File: src/rtl/calc_display.sv
// Receiving end of the calculator digit stream: captures, double-buffers and scans 8 seven-segment digits.
// Optional leading-zero blanking is enabled by defining CALC_DISPLAY_ZERO_BLANK_EN.
module calc_display #(
  parameter int SCAN_DIV       = 50000,
  parameter bit SEG_ACTIVE_LOW = 1'b1
) (
  input  logic       clock,
  input  logic       reset,
  input  logic [1:0] status,
  input  logic [3:0] data,
  input  logic [3:0] pos,
  output logic [6:0] seg,
  output logic [7:0] an,
  output logic       frame_done,
  output logic       frame_err,
  output logic       err_led
);

  localparam int PW = $clog2(SCAN_DIV);
  localparam logic [PW-1:0] PRESC_PENULT = PW'(SCAN_DIV - 2);
  localparam logic [6:0] SEG_BLANK_OUT = SEG_ACTIVE_LOW ? 7'h7F : 7'h00;
  localparam logic [7:0] AN_OFF_OUT    = SEG_ACTIVE_LOW ? 8'hFF : 8'h00;
`ifdef CALC_DISPLAY_ZERO_BLANK_EN
  localparam logic [7:0] BLANK_RESET = 8'hFE;
`else
  localparam logic [7:0] BLANK_RESET = 8'h00;
`endif

  typedef enum logic {
    SCAN_HOLD,
    SCAN_NEXT
  } scan_state_t;

  logic [3:0]    r_shadow [8];
  logic [3:0]    r_disp   [8];
  logic [7:0]    r_blank;
  logic [7:0]    r_wmask;
  logic [1:0]    r_prevStatus;
  logic [2:0]    r_scanIdx;
  logic [PW-1:0] r_prescaler;
  scan_state_t   r_scanState;
  logic          r_errLatched;
  logic [6:0]    r_seg;
  logic [7:0]    r_an;
  logic          r_frameDone;
  logic          r_frameErr;

  logic [1:0]    w_normStatus;
  logic          w_capture;
  logic          w_commit;
  logic          w_errSet;
  logic [7:0]    w_blankNew;
  logic          w_allZero;
  scan_state_t   w_scanNext;
  logic [PW-1:0] w_prescNext;
  logic [2:0]    w_idxNext;
  logic [6:0]    w_segLow;
  logic [7:0]    w_anHigh;

  function automatic logic [6:0] hexToSeg(input logic [3:0] v);
    case (v)
      4'd0:    hexToSeg = 7'h40;
      4'd1:    hexToSeg = 7'h79;
      4'd2:    hexToSeg = 7'h24;
      4'd3:    hexToSeg = 7'h30;
      4'd4:    hexToSeg = 7'h19;
      4'd5:    hexToSeg = 7'h12;
      4'd6:    hexToSeg = 7'h02;
      4'd7:    hexToSeg = 7'h78;
      4'd8:    hexToSeg = 7'h00;
      4'd9:    hexToSeg = 7'h10;
      default: hexToSeg = 7'h3F;
    endcase
  endfunction

  // Reserved status 11 behaves exactly like ready.
  assign w_normStatus = (status == 2'b11) ? 2'b10 : status;
  assign w_errSet     = (w_normStatus == 2'b00);
  assign w_capture    = !r_errLatched && (w_normStatus == 2'b01) && (pos <= 4'd7);
  assign w_commit     = !r_errLatched && (r_prevStatus == 2'b01) && (w_normStatus == 2'b10);

  always_comb begin
    w_blankNew = 8'h00;
    w_allZero  = 1'b1;
`ifdef CALC_DISPLAY_ZERO_BLANK_EN
    for (int i = 7; i >= 1; i--) begin
      w_allZero     = w_allZero && (r_shadow[i] == 4'd0);
      w_blankNew[i] = w_allZero;
    end
`endif
  end

  always_comb begin
    w_scanNext  = r_scanState;
    w_prescNext = r_prescaler;
    w_idxNext   = r_scanIdx;
    case (r_scanState)
      SCAN_HOLD: begin
        w_prescNext = r_prescaler + PW'(1);
        if (r_prescaler == PRESC_PENULT) w_scanNext = SCAN_NEXT;
      end
      SCAN_NEXT: begin
        w_prescNext = '0;
        w_idxNext   = r_scanIdx + 3'd1;
        w_scanNext  = SCAN_HOLD;
      end
      default: w_scanNext = SCAN_HOLD;
    endcase
  end

  // Error mode overrides the frame with "Err" right-aligned on digits 2..0.
  always_comb begin
    w_anHigh = 8'b1 << r_scanIdx;
    w_segLow = 7'h7F;
    if (r_errLatched) begin
      case (r_scanIdx)
        3'd2:       w_segLow = 7'h06;
        3'd1, 3'd0: w_segLow = 7'h2F;
        default:    w_segLow = 7'h7F;
      endcase
    end else if (r_blank[r_scanIdx]) begin
      w_segLow = 7'h7F;
    end else begin
      w_segLow = hexToSeg(r_disp[r_scanIdx]);
    end
  end

  always_ff @(posedge clock) begin
    if (!reset) begin
      for (int i = 0; i < 8; i++) begin
        r_shadow[i] <= 4'd0;
        r_disp[i]   <= 4'd0;
      end
      r_blank      <= BLANK_RESET;
      r_wmask      <= 8'h00;
      r_prevStatus <= 2'b10;
      r_scanIdx    <= 3'd0;
      r_prescaler  <= '0;
      r_scanState  <= SCAN_HOLD;
      r_errLatched <= 1'b0;
      r_seg        <= SEG_BLANK_OUT;
      r_an         <= AN_OFF_OUT;
      r_frameDone  <= 1'b0;
      r_frameErr   <= 1'b0;
    end else begin
      r_prevStatus <= w_normStatus;
      r_frameDone  <= 1'b0;
      r_frameErr   <= 1'b0;
      if (w_errSet) r_errLatched <= 1'b1;
      if (w_capture) r_shadow[pos[2:0]] <= data;
      if (w_commit) begin
        if (&r_wmask) begin
          for (int i = 0; i < 8; i++) r_disp[i] <= r_shadow[i];
          r_blank     <= w_blankNew;
          r_frameDone <= 1'b1;
        end else begin
          r_frameErr <= 1'b1;
        end
        r_wmask <= 8'h00;
      end else if (w_capture) begin
        r_wmask[pos[2:0]] <= 1'b1;
      end
      r_scanState <= w_scanNext;
      r_prescaler <= w_prescNext;
      r_scanIdx   <= w_idxNext;
      r_seg       <= SEG_ACTIVE_LOW ? w_segLow : ~w_segLow;
      r_an        <= SEG_ACTIVE_LOW ? ~w_anHigh : w_anHigh;
    end
  end

  assign seg        = r_seg;
  assign an         = r_an;
  assign frame_done = r_frameDone;
  assign frame_err  = r_frameErr;
  assign err_led    = r_errLatched;

endmodule

File: config.mk
export PLATFORM = sky130hd
export DESIGN_NAME = calc_display
export DESIGN_NICKNAME = d
export VERILOG_FILES = /design/src/rtl/calc_display.sv
export SDC_FILE = /design/constraint.sdc
export NUM_CORES = 1
export LEC_CHECK = 0
export BUFFER_PORTS_ARGS = -buffer_cell sky130_fd_sc_hd__buf_4
export CORE_MARGIN = 5
export CORE_UTILIZATION = 39
export DETAILED_ROUTE_END_ITERATION = 10
export HOLD_SLACK_MARGIN = 0.05
export PLACE_DENSITY = 0.54
export SYNTH_ARGS = -nofsm -noshare
export SYNTH_HDL_FRONTEND = slang
export SYNTH_SLANG_ARGS = --single-unit
File: constraint.sdc
create_clock -name clock -period 4.3 [get_ports clock]
set_input_delay 0.43 -clock clock [delete_from_list [all_inputs] [get_ports clock]]
set_output_delay 0.43 -clock clock [all_outputs]
set_load 0.02 [all_outputs]
* After elaboration in Yosys (flattened, before gate mapping)
Memory sizes are Yosys's and may differ from the RTL's. A register that Yosys moved wholly into a read port is not among the register bits.
Cells that the tools add are included.
** Word-level totals
- Register bits after elaboration :: 48
- Bits in latches :: 0
- Memory bits (writable) :: 64
- Memory bits (read-only) :: 120
- Input bits :: 12
- Logic and storage cells :: 87
- Memories :: 4
** Operators by class
- Add/subtract/negate cells :: 2
- Multiply operators :: 0
- Div/mod/pow operators :: 0
- Magnitude comparators :: 4
- Eq/ne operators :: 7
- Shift-type cells :: 1
- Multiplexer cells :: 34
- Bitwise logic cells :: 12
- Reduce and logical (&&, ||, !) cells :: 13
** Memories
- (no name shown) :: depth 16, width 7, read ports 1, clocked after Yosys merged registers in 0, wr ports 0, line 61 : case (v)
- r_disp :: depth 8, width 4, read ports 1, clocked after Yosys merged registers in 1, wr ports 8, line 35 : logic [3:0] r_disp [8];
- r_shadow :: depth 8, width 4, read ports 8, clocked after Yosys merged registers in 0, wr ports 8, line 34 : logic [3:0] r_shadow [8];
- (no name shown) :: depth 8, width 1, read ports 1, clocked after Yosys merged registers in 1, wr ports 0, line 121 : end else if (r_blank[r_scanIdx]) begin
** Operator list (number)
- $mux W4 :: 9
- $pmux W16 S2 :: 1
- $add A16 B1 Y16 const B :: 1
- $eq A16 B16 Y1 const B :: 1
- $mux W3 :: 5
- $mux W7 :: 2
- $pmux W7 S2 :: 1
- $mux W1 :: 13
- $lt A3 B4 Y1 const B :: 2
- $not A8 Y8 :: 1
- $or A1 B1 Y1 :: 8
- $or A8 B8 Y8 :: 1
- $reduce_and A8 Y1 :: 1
- $shl A1 B3 Y8 const A :: 1
- $logic_and A1 B1 Y1 :: 5
- $eq A2 B1 Y1 const B :: 2
- $eq A2 B2 Y1 const B :: 2
- $le A4 B3 Y1 const B :: 1
- $reduce_or A2 Y1 :: 2
- $reduce_or A4 Y1 :: 1
- $add A3 B1 Y3 const B :: 1
- $demux W1 S3 :: 1
- $eq A3 B1 Y1 const B :: 1
- $eq A3 B2 Y1 const B :: 1
- 8 further kinds :: 9

* Logic depth before layout (Yosys ltp)
Gate-level depths: netlist (run 1).
- Word-level depth :: 10
- Depth in mapped cells :: 8
- Gate-level depth less buffers :: 7

* Worst setup path after synthesis (run 1)
OpenSTA, ideal clock, no wires.
- Kind :: flip-flop to flip-flop
- From :: register r_errLatched, in the netlist err_led
- To :: memory r_disp[0][0] (enable)
- Data arrival time :: 3.096 ns
- Data required time :: 3.834 ns
- Slack :: 0.738 ns
- Cell stages (with the launch flop) :: 4
- Clock period less this slack :: 3.562 ns
- Cell sequence :: dfxtp_1 clkbuf_1 nand4bb_1 o21ai_0
** RTL lines
- from (decl) :: line 42 : logic r_errLatched;
- from (signal assigned) :: line 140 : r_errLatched <= 1'b0;
- from (signal assigned) :: line 149 : if (w_errSet) r_errLatched <= 1'b1;
- to (decl) :: line 35

==> impl_metrics.toml, run 1 <==
[synth]
synth_largest_area_cell = "edfxtp_1"
synth.top_cell.area_share = 0.403
syn-num-nets = 422
syn_area_sq_mm = 0.00477
synth_top_flop_cell = "edfxtp_1"
ys_warn_count = 0
yosysUniqueCellTypes = 42
syn_avg_cell_area_sq_um = 12.1
synth-seq-cells = 115
synth-edff-count = 64
synth_commonest_cells = "edfxtp_1, dfxtp_1, nor2_1"
yosysMostFrequentCell = "edfxtp_1"
ys_seq_area_frac = 0.616
synthArstFlopShare = 0
syn-instance-count = 396
yosys-top-cells-area = "edfxtp_1, dfxtp_1, and2_1"

[clocking]
post_cts_buffers = 0
worstSkewPairLatency_ns = 0.40
clockBufferDepth = 2
clock_sinks = 115
htree_levels = 4
path_clk_slew_ns = 0.05
ctsHoldBuffers = 0
cts_resized = 0
cts_buffers = 17
cts_root_buffer = "clkbuf_16"
cts_tree = "built"

[die]
dieArea_sq_mm = 0.0146
io-pin-count = 30
initial_core_util = 0.397
core_area_sq_mm = 0.0120
fp.dieW_um = 121
rows = 40
die_y_um = 121

[timing]
period_minus_slack_ns = 2.48
tns_ns = 0
slew-limit-headroom = 0.227
whs_ns = 0.238
final_max_slew_viol_count = 0
rsz0062_at_grt = "no"
setup_violations = 0
hold_violations = 0
max_freq_ghz = 0.404
worst_pin_slew_ns = 1.15
post-route-period-util = 0.576
skew_ns = 0.00670

[global_routing]
antenna_found_initial = 0
grt_pass1_vias = 2897
grt_max_degree = 38
groute.usage.overall = 0.131
grt_pass1_wl_um = 14700
grt-ovfl-total = 0

[critical_path]
critPathArrivalTime_ns = 2.57
r2r_slack_ns = 1.82
cp_max_fo = 15
cp-start-kind = "register"
endpoint = "r_shadow[0][0]"
crit_path_start = "err_led"
reg2reg_to = "r_shadow[0][0]"
r2r.worst_path.cells = 4
crit_type = "register to register"
r2r_start = "err_led"
worst_setup_path_end_kind = "register"
required_ns = 4.39

[placed_design]
portBuffers = 29
gp_congestion = 0.767
dp_hpwl_um = 6180

[detailed_routing]
antenna_left = 0
totalWireLength_um = 8860
first_iter_violations = 171
viasPerCell = 4.91
drcViolationCount = 0
firstDrtPassIters = 5
vias = 2874
wl_per_cell_um = 15.1

[min_path]
hold_class = "input pin to register"
min_from = "status[1]"

[layout]
diodes = 0
nets = 451
areaGrowthSynthToFinish_pct = 17.5
drive_gt1_frac = 0.153

[pwr]
power.density_mw_per_mm2 = 445
max-vdd-ir-drop_uv = 196
power_leakage_nw = 2.08

[job]
drv_cap = 0

[outcome]
outcome = "completed"
worst min-delay path by stage:
stage / end / cells after the start / slack [ns]
6_report: r_prevStatus[0] / 2 / 0.24
5_1_grt: r_prevStatus[0] / 2 / 0.23
4_1_cts: r_prevStatus[0] / 2 / 0.22
3_5_place_dp: r_wmask[5] / 2 / 0.44
3_3_place_gp: r_wmask[5] / 2 / 0.44
2_1_floorplan: r_prescaler[0] / 1 / 0.43
worst max-delay path: stages, from the launching register on:
cell,delay (ns)
dfxtp_1,0.42
nor4b_2,0.53
nand2b_1,0.42
nor3_1,0.52
nand2b_1,0.27
metal layers:
layer	track usage	share of wire	wire length, um
met5	0	0	0
met4	0.0524	0.012	103
met3	0.0440	0.041	366
met2	0.204	0.48	4280
met1	0.169	0.46	4110
cell usage in the layout, fill, tap and decap left out, types with 11 or more instances in the layout:
cell type and instances:
nand3_1 11, buf_4 30, nand2_1 20, dfxtp_1 51, edfxtp_1 64, nor2_1 40
and2_1 34, clkbuf_16 17, nor3_1 12, ha_1 14, inv_1 19, nor4_1 18
final cells by class:
class	count	area, sq um
fillers	1107	6400
flip-flops and latches	115	2940
multi-input cells	242	1680
clock buffers	23	468
repair buffers	30	225
well taps	147	184
inverters	19	71.3
clock inverters	9	38.8
flip-flops by register name, summed over array words and instances, names as in the netlist, named ones only:
name	cells
r_shadow	32
r_prevStatus	2
seg	7
r_scanIdx	3
err_led	1
r_prescaler	16
r_disp	32
an	8
frame_err	1
r_scanState	1
frame_done	1
r_wmask	8
through the flow:
step	util	setup WS, ns	cells	instance area, sq um	power (mW)
floorplan	-	0.738	396	4770	1.29
global placement	0.425	1.61	553	5100	1.33
detailed placement	0.425	1.54	553	5100	1.34
CTS	0.467	1.81	585	5610	2.52
global route	0.467	1.60	585	5610	2.58
finish	0.467	1.82	585	5610	2.50
cells by family (layout without fill, tap and decap cells):
family / count (synthesis) / after routing / synth area share
simple gates: 169 / 169 / 0.190
xor+xnor: 11 / 11 / 0.0202
flops: 115 / 115 / 0.616
buf+inv: 39 / 81 / 0.0328
fa+ha+maj: 14 / 14 / 0.0367
mux: 17 / 17 / 0.0645
compound gates: 31 / 31 / 0.0398
where the power goes:
group	switching [mW]	total [mW]	internal [mW]
combinational	0.0686	0.106	0.0376
clock	0.435	1.18	0.749
sequential	0.0124	1.21	1.19
No activity file was read; power rests on OpenSTA's default activity.
==> run 2, diff against run 1 <==
--- a/config.mk
+++ b/config.mk
@@ -5,12 +5,13 @@
 export SDC_FILE = /design/constraint.sdc
 export NUM_CORES = 1
 export LEC_CHECK = 0
+export ABC_AREA = 1
 export BUFFER_PORTS_ARGS = -buffer_cell sky130_fd_sc_hd__buf_4
 export CORE_MARGIN = 5
 export CORE_UTILIZATION = 39
 export DETAILED_ROUTE_END_ITERATION = 10
 export HOLD_SLACK_MARGIN = 0.05
-export PLACE_DENSITY = 0.54
+export PLACE_DENSITY = 0.56
 export SYNTH_ARGS = -nofsm -noshare
 export SYNTH_HDL_FRONTEND = slang
 export SYNTH_SLANG_ARGS = --single-unit
==> constraint.sdc (replaced) <==
create_clock -name clock -period 2.1 [get_ports clock]
set_input_delay 0.21 -clock clock [delete_from_list [all_inputs] [get_ports clock]]
set_output_delay 0.21 -clock clock [all_outputs]
set_load 0.02 [all_outputs]
==> run 2 against run 1 <==
Clock power increased by 120%. Critical path type unchanged. Worst hold slack got worse by 0.036 ns. Via count increased by 18%. Highest routed layer unchanged. Routed wire length increased by 2.4%. Final cell count increased by 33%. Non-clock buffer count increased by 9. Sequential share of layout area decreased by 4.7 points. Largest power group is now the clock network. Critical path depth unchanged.
==> impl_metrics.toml, run 2 <==
[synth]
yosys-top-cells-area = "edfxtp_1, dfxtp_1, nor2_1"
synthArstFlopShare = 0
synth_top_flop_cell = "edfxtp_1"
syn-num-nets = 569
syn_area_sq_mm = 0.00517
synth_commonest_cells = "nor2_1, inv_1, nand2_1"
synth-seq-cells = 115
ys_warn_count = 0
synth_largest_area_cell = "edfxtp_1"
ys_seq_area_frac = 0.570
yosysMostFrequentCell = "nor2_1"
syn_avg_cell_area_sq_um = 9.51
syn-instance-count = 543
yosysUniqueCellTypes = 35
synth.top_cell.area_share = 0.372
synth-edff-count = 64

[critical_path]
cp_max_fo = 32
r2r_slack_ns = 0.19
cp_num_buf_inv = 1
path_delay_family = "compound AO/OA/AOI/OAI gates"
r2r.worst_path.cells = 4
r2r_start = "r_wmask[6]"
crit_path_start = "r_wmask[6]"
worst_setup_path_end_kind = "register"
cp.depth = 4
endpoint = "r_disp[1][0]"
critPathSlowestCell = "a21oi_4"
cp-start-kind = "register"
reg2reg_to = "r_disp[1][0]"
crit_type = "register to register"
crit_chain = "nand4_1, nor2_1, inv_1, a21oi_4"
critPathArrivalTime_ns = 1.93
critPathMaxStageDelay_ns = 0.78
required_ns = 2.12

[min_path]
hold_class = "input pin to register"

[timing]
skew_ns = 0.00973
final_max_slew_viol_count = 0
worst_pin_slew_ns = 0.975
rsz0062_at_grt = "no"
slew-limit-headroom = 0.349
period_minus_slack_ns = 1.91
tns_ns = 0
max_freq_ghz = 0.522
setup_violations = 0
post-route-period-util = 0.911
timing.final.ws_setup_ns = 0.186
hold_violations = 0

[detailed_routing]
first_iter_violations = 159
viasPerCell = 4.37
totalWireLength_um = 9080
vias = 3405
drcViolationCount = 0
wl_per_cell_um = 11.7
antenna_left = 0
firstDrtPassIters = 4

[global_routing]
antenna_found_initial = 0
grt_pass1_wl_um = 15500
grt-ovfl-total = 0
groute.usage.overall = 0.124
grt_max_degree = 33
grt_pass1_vias = 3313

[clocking]
clockBufferDepth = 2
path_clk_slew_ns = 0.05
cts_resized = 0
worstSkewPairLatency_ns = 0.41
post_cts_buffers = 0
cts_buffers = 17
cts_root_buffer = "clkbuf_16"
clock_sinks = 115
cts_tree = "built"
htree_levels = 4

[placed_design]
portBuffers = 29
place_ws_ns = 0.170
dp_hpwl_um = 6750
gp_congestion = 0.845

[die]
core_area_sq_mm = 0.0131
die_y_um = 125
io-pin-count = 30
dieArea_sq_mm = 0.0156
fp.dieW_um = 125
initial_core_util = 0.393
rows = 42

[layout]
reg_top3 = "r_disp (32), r_shadow (32), r_prescaler (16)"
nets = 616
areaGrowthSynthToFinish_pct = 19.3
diodes = 0
drive_gt1_frac = 0.196
layout_common_cells = "nor2_1, inv_1, nand2_1, edfxtp_1, dfxtp_1"
post-route-util = 0.469
mostFrequentLayoutCell = "nor2_1"

[pwr]
max-vdd-ir-drop_uv = 498
power.density_mw_per_mm2 = 867
power_leakage_nw = 2.60

[outcome]
outcome = "completed"

[job]
drv_cap = 0
==> run 2: layout make-up <==
class	instances	area, sq um
repair buffers	39	310
flip-flops and latches	115	2940
inverters	98	375
fillers	1291	6970
well taps	176	220
clock inverters	8	43.8
clock buffers	24	514
multi-input cells	319	1760
==> run 2: cells by family after synthesis <==
family | synth area share
AO/OA/AOI/OAI | 0.0385
buffers and inverters | 0.0925
flip-flops | 0.570
AND/OR/NAND/NOR | 0.260
XOR/XNOR | 0.00509
adder cells (fa/ha/maj) | 0.0339
==> run 2: worst min path at each step <==
stage	from	to	slack [ns]	depth (start not counted)
floorplan	status[0]	err_led	0.32	1
global placement	status[0]	err_led	0.42	2
detailed placement	status[0]	err_led	0.42	2
CTS	reset	frame_done	0.17	3
global route	reset	frame_done	0.19	3
finish	reset	frame_done	0.20	3
==> run 2: stage by stage <==
stage | area (sq um) | hold slack (ns) | power, mW | instances
2_1_floorplan | 5180 | 0.315 | 2.65 | 543
3_3_place_gp | 5590 | 0.415 | 2.73 | 745
3_5_place_dp | 5590 | 0.425 | 2.74 | 745
4_1_cts | 6160 | 0.175 | 5.41 | 779
5_1_grt | 6160 | 0.191 | 5.53 | 779
6_report | 6160 | 0.202 | 5.35 | 779
==> run 2: report_power, final <==
| group | internal, mW | switching (mW) |
|---|---|---|
| clock | 1.70 | 0.954 |
| sequential | 2.44 | 0.0205 |
| combinational | 0.0790 | 0.155 |
| total | 4.22 | 1.13 |
==> run 2: routing by layer <==
metal | track usage | vias to the layer above | share of wire
met3 | 0.0392 | 10 | 0.044
met5 | 0 | - | 0
met1 | 0.154 | 1527 | 0.47
li1 | - | 1811 | -
met2 | 0.199 | 57 | 0.48
met4 | 0.0536 | 0 | 0.011
==> run 2: timing repair <==
action,in CTS,in global routing
setup endpoints to repair,0,0
hold buffers,2,0
endpoints found under the hold margin,2,0
==> run 2: worst register-to-register path, cell delays in order (launching register included) <==
cell and delay, ns:
dfxtp_1 0.33, nand4_1 0.12, nor2_1 0.16, inv_1 0.12, a21oi_4 0.78
==> run 3, diff against run 2 <==
--- a/config.mk
+++ b/config.mk
@@ -11,7 +11,8 @@
 export CORE_UTILIZATION = 39
 export DETAILED_ROUTE_END_ITERATION = 10
 export HOLD_SLACK_MARGIN = 0.05
-export PLACE_DENSITY = 0.56
+export PLACE_DENSITY = 0.54
+export SKIP_LAST_GASP = 1
 export SYNTH_ARGS = -nofsm -noshare
 export SYNTH_HDL_FRONTEND = slang
 export SYNTH_SLANG_ARGS = --single-unit
==> constraint.sdc (replaced) <==
create_clock -name clock -period 2.15 [get_ports clock]
set_input_delay 0.215 -clock clock [delete_from_list [all_inputs] [get_ports clock]]
set_output_delay 0.215 -clock clock [all_outputs]
set_load 0.02 [all_outputs]
==> run 3 against run 2 <==
Clock power rose by 6%. Critical path depth increased by 3. Critical path type is now input pin to register. Sequential cell count stayed put. Final cell count stayed put. Largest power group unchanged. Largest cell class unchanged.
==> impl_metrics.toml, run 3 (synthesis gave the netlist of run 2 again) <==
[detailed_routing]
drcViolationCount = 0
totalWireLength_um = 9180
wl_per_cell_um = 11.8
first_iter_violations = 181
antenna_left = 0
vias = 3372
viasPerCell = 4.33
firstDrtPassIters = 4

[layout]
layout_common_cells = "nor2_1, inv_1, nand2_1, edfxtp_1, dfxtp_1"
diodes = 0
areaGrowthSynthToFinish_pct = 20.2
drive_gt1_frac = 0.197
nets = 616
mostFrequentLayoutCell = "nor2_1"
reg_top3 = "r_disp (32), r_shadow (32), r_prescaler (16)"

[clocking]
htree_levels = 4
cts_root_buffer = "clkbuf_16"
path_clk_slew_ns = 0.05
clock_sinks = 115
worstSkewPairLatency_ns = 0.41
cts_tree = "built"
cts_resized = 0
clockBufferDepth = 2
cts_buffers = 17

[timing]
tns_ns = 0
post-route-period-util = 0.868
setup_violations = 0
rsz0062_at_grt = "no"
slew-limit-headroom = 0.628
period_minus_slack_ns = 1.87
whs_ns = 0.198
worst_pin_slew_ns = 0.551
skew_ns = 0.00994
hold_violations = 0
final_max_slew_viol_count = 0
max_freq_ghz = 0.536

[critical_path]
critPathSlowestCell = "dlygate4sd3_1"
critPathArrivalTime_ns = 1.91
worst_path_most_repeated_cell = "nand2_1"
critPathMaxStageDelay_ns = 0.54
crit_chain = "dlygate4sd3_1, buf_4, inv_1, nand2_1, nor3_2, nand2_1, o21ai_0"
cp_max_fo = 7
worst_setup_path_end_kind = "register"
crit_type = "input pin to register"
required_ns = 2.19
crit_path_start = "status[1]"
cp-start-kind = "input pin"

[placed_design]
gp_congestion = 0.834
portBuffers = 29
dp_hpwl_um = 6940

[global_routing]
grt_max_degree = 33
grt_pass1_vias = 3349
groute.usage.overall = 0.125
grt-ovfl-total = 0
grt_pass1_wl_um = 15600
antenna_found_initial = 0

[die]
core_area_sq_mm = 0.0131
fp.dieW_um = 125
die_y_um = 125
dieArea_sq_mm = 0.0156
io-pin-count = 30
rows = 42
initial_core_util = 0.393

[pwr]
max-vdd-ir-drop_uv = 562
power.density_mw_per_mm2 = 876
power_leakage_nw = 2.62
p_total_mw = 5.44

[outcome]
outcome = "completed"

[min_path]
min_from = "reset"
hold_class = "input pin to register"

[job]
drv_cap = 0
run 3: final cells by class:
cell class	count	area [sq um]
inverter	98	375
timing repair buffer	39	310
clock buffer	25	549
multi-input combinational	319	1750
fill	1260	6930
sequential	115	2940
tap	176	220
clock inverter	7	65.1
run 3: what timing repair did:
action                                 CTS  global route
hold buffers                             2             0
setup buffers                            0             0
endpoints found under the hold margin    2             0
run 3: path summary, 6_finish.rpt:
| kind | endpoint | slack (ns) | cells after the start |
|---|---|---|---|
| min reg2reg | r_prescaler[0] | 0.47 | 1 |
| max reg2reg | seg[5] | 0.30 | 9 |
| max | r_shadow[0][0] | 0.28 | 7 |
| min | frame_err | 0.20 | 3 |
run 3: stage by stage:
stage	area, sq um	cells	worst slack [ns]	util
finish	6210	779	0.283	0.473
CTS	6210	779	0.279	0.473
global route	6210	779	0.102	0.473
global placement	5580	745	0.334	0.425
floorplan	5170	543	0.0271	-
detailed placement	5580	745	0.295	0.425
run 3: worst max-delay path, delay by kind of cell:
kind / cells / cell delay (ns)
buffers and inverters: 3 / 0.74
and+or+nand+nor: 3 / 0.45
AOI/OAI and AO/OA: 1 / 0.50
run 3: routing by layer:
metal  GRT usage  part of all wire
met5           0                 0
met4      0.0651             0.026
met3      0.0341             0.029
met2       0.197              0.47
met1       0.158              0.48
run 3: power breakdown:
group	leakage, nW	internal, mW	switching [mW]	total [mW]
Clock	0.309	1.88	0.934	2.82
Combinational	1.25	0.0758	0.148	0.224
Sequential	1.06	2.38	0.0243	2.41
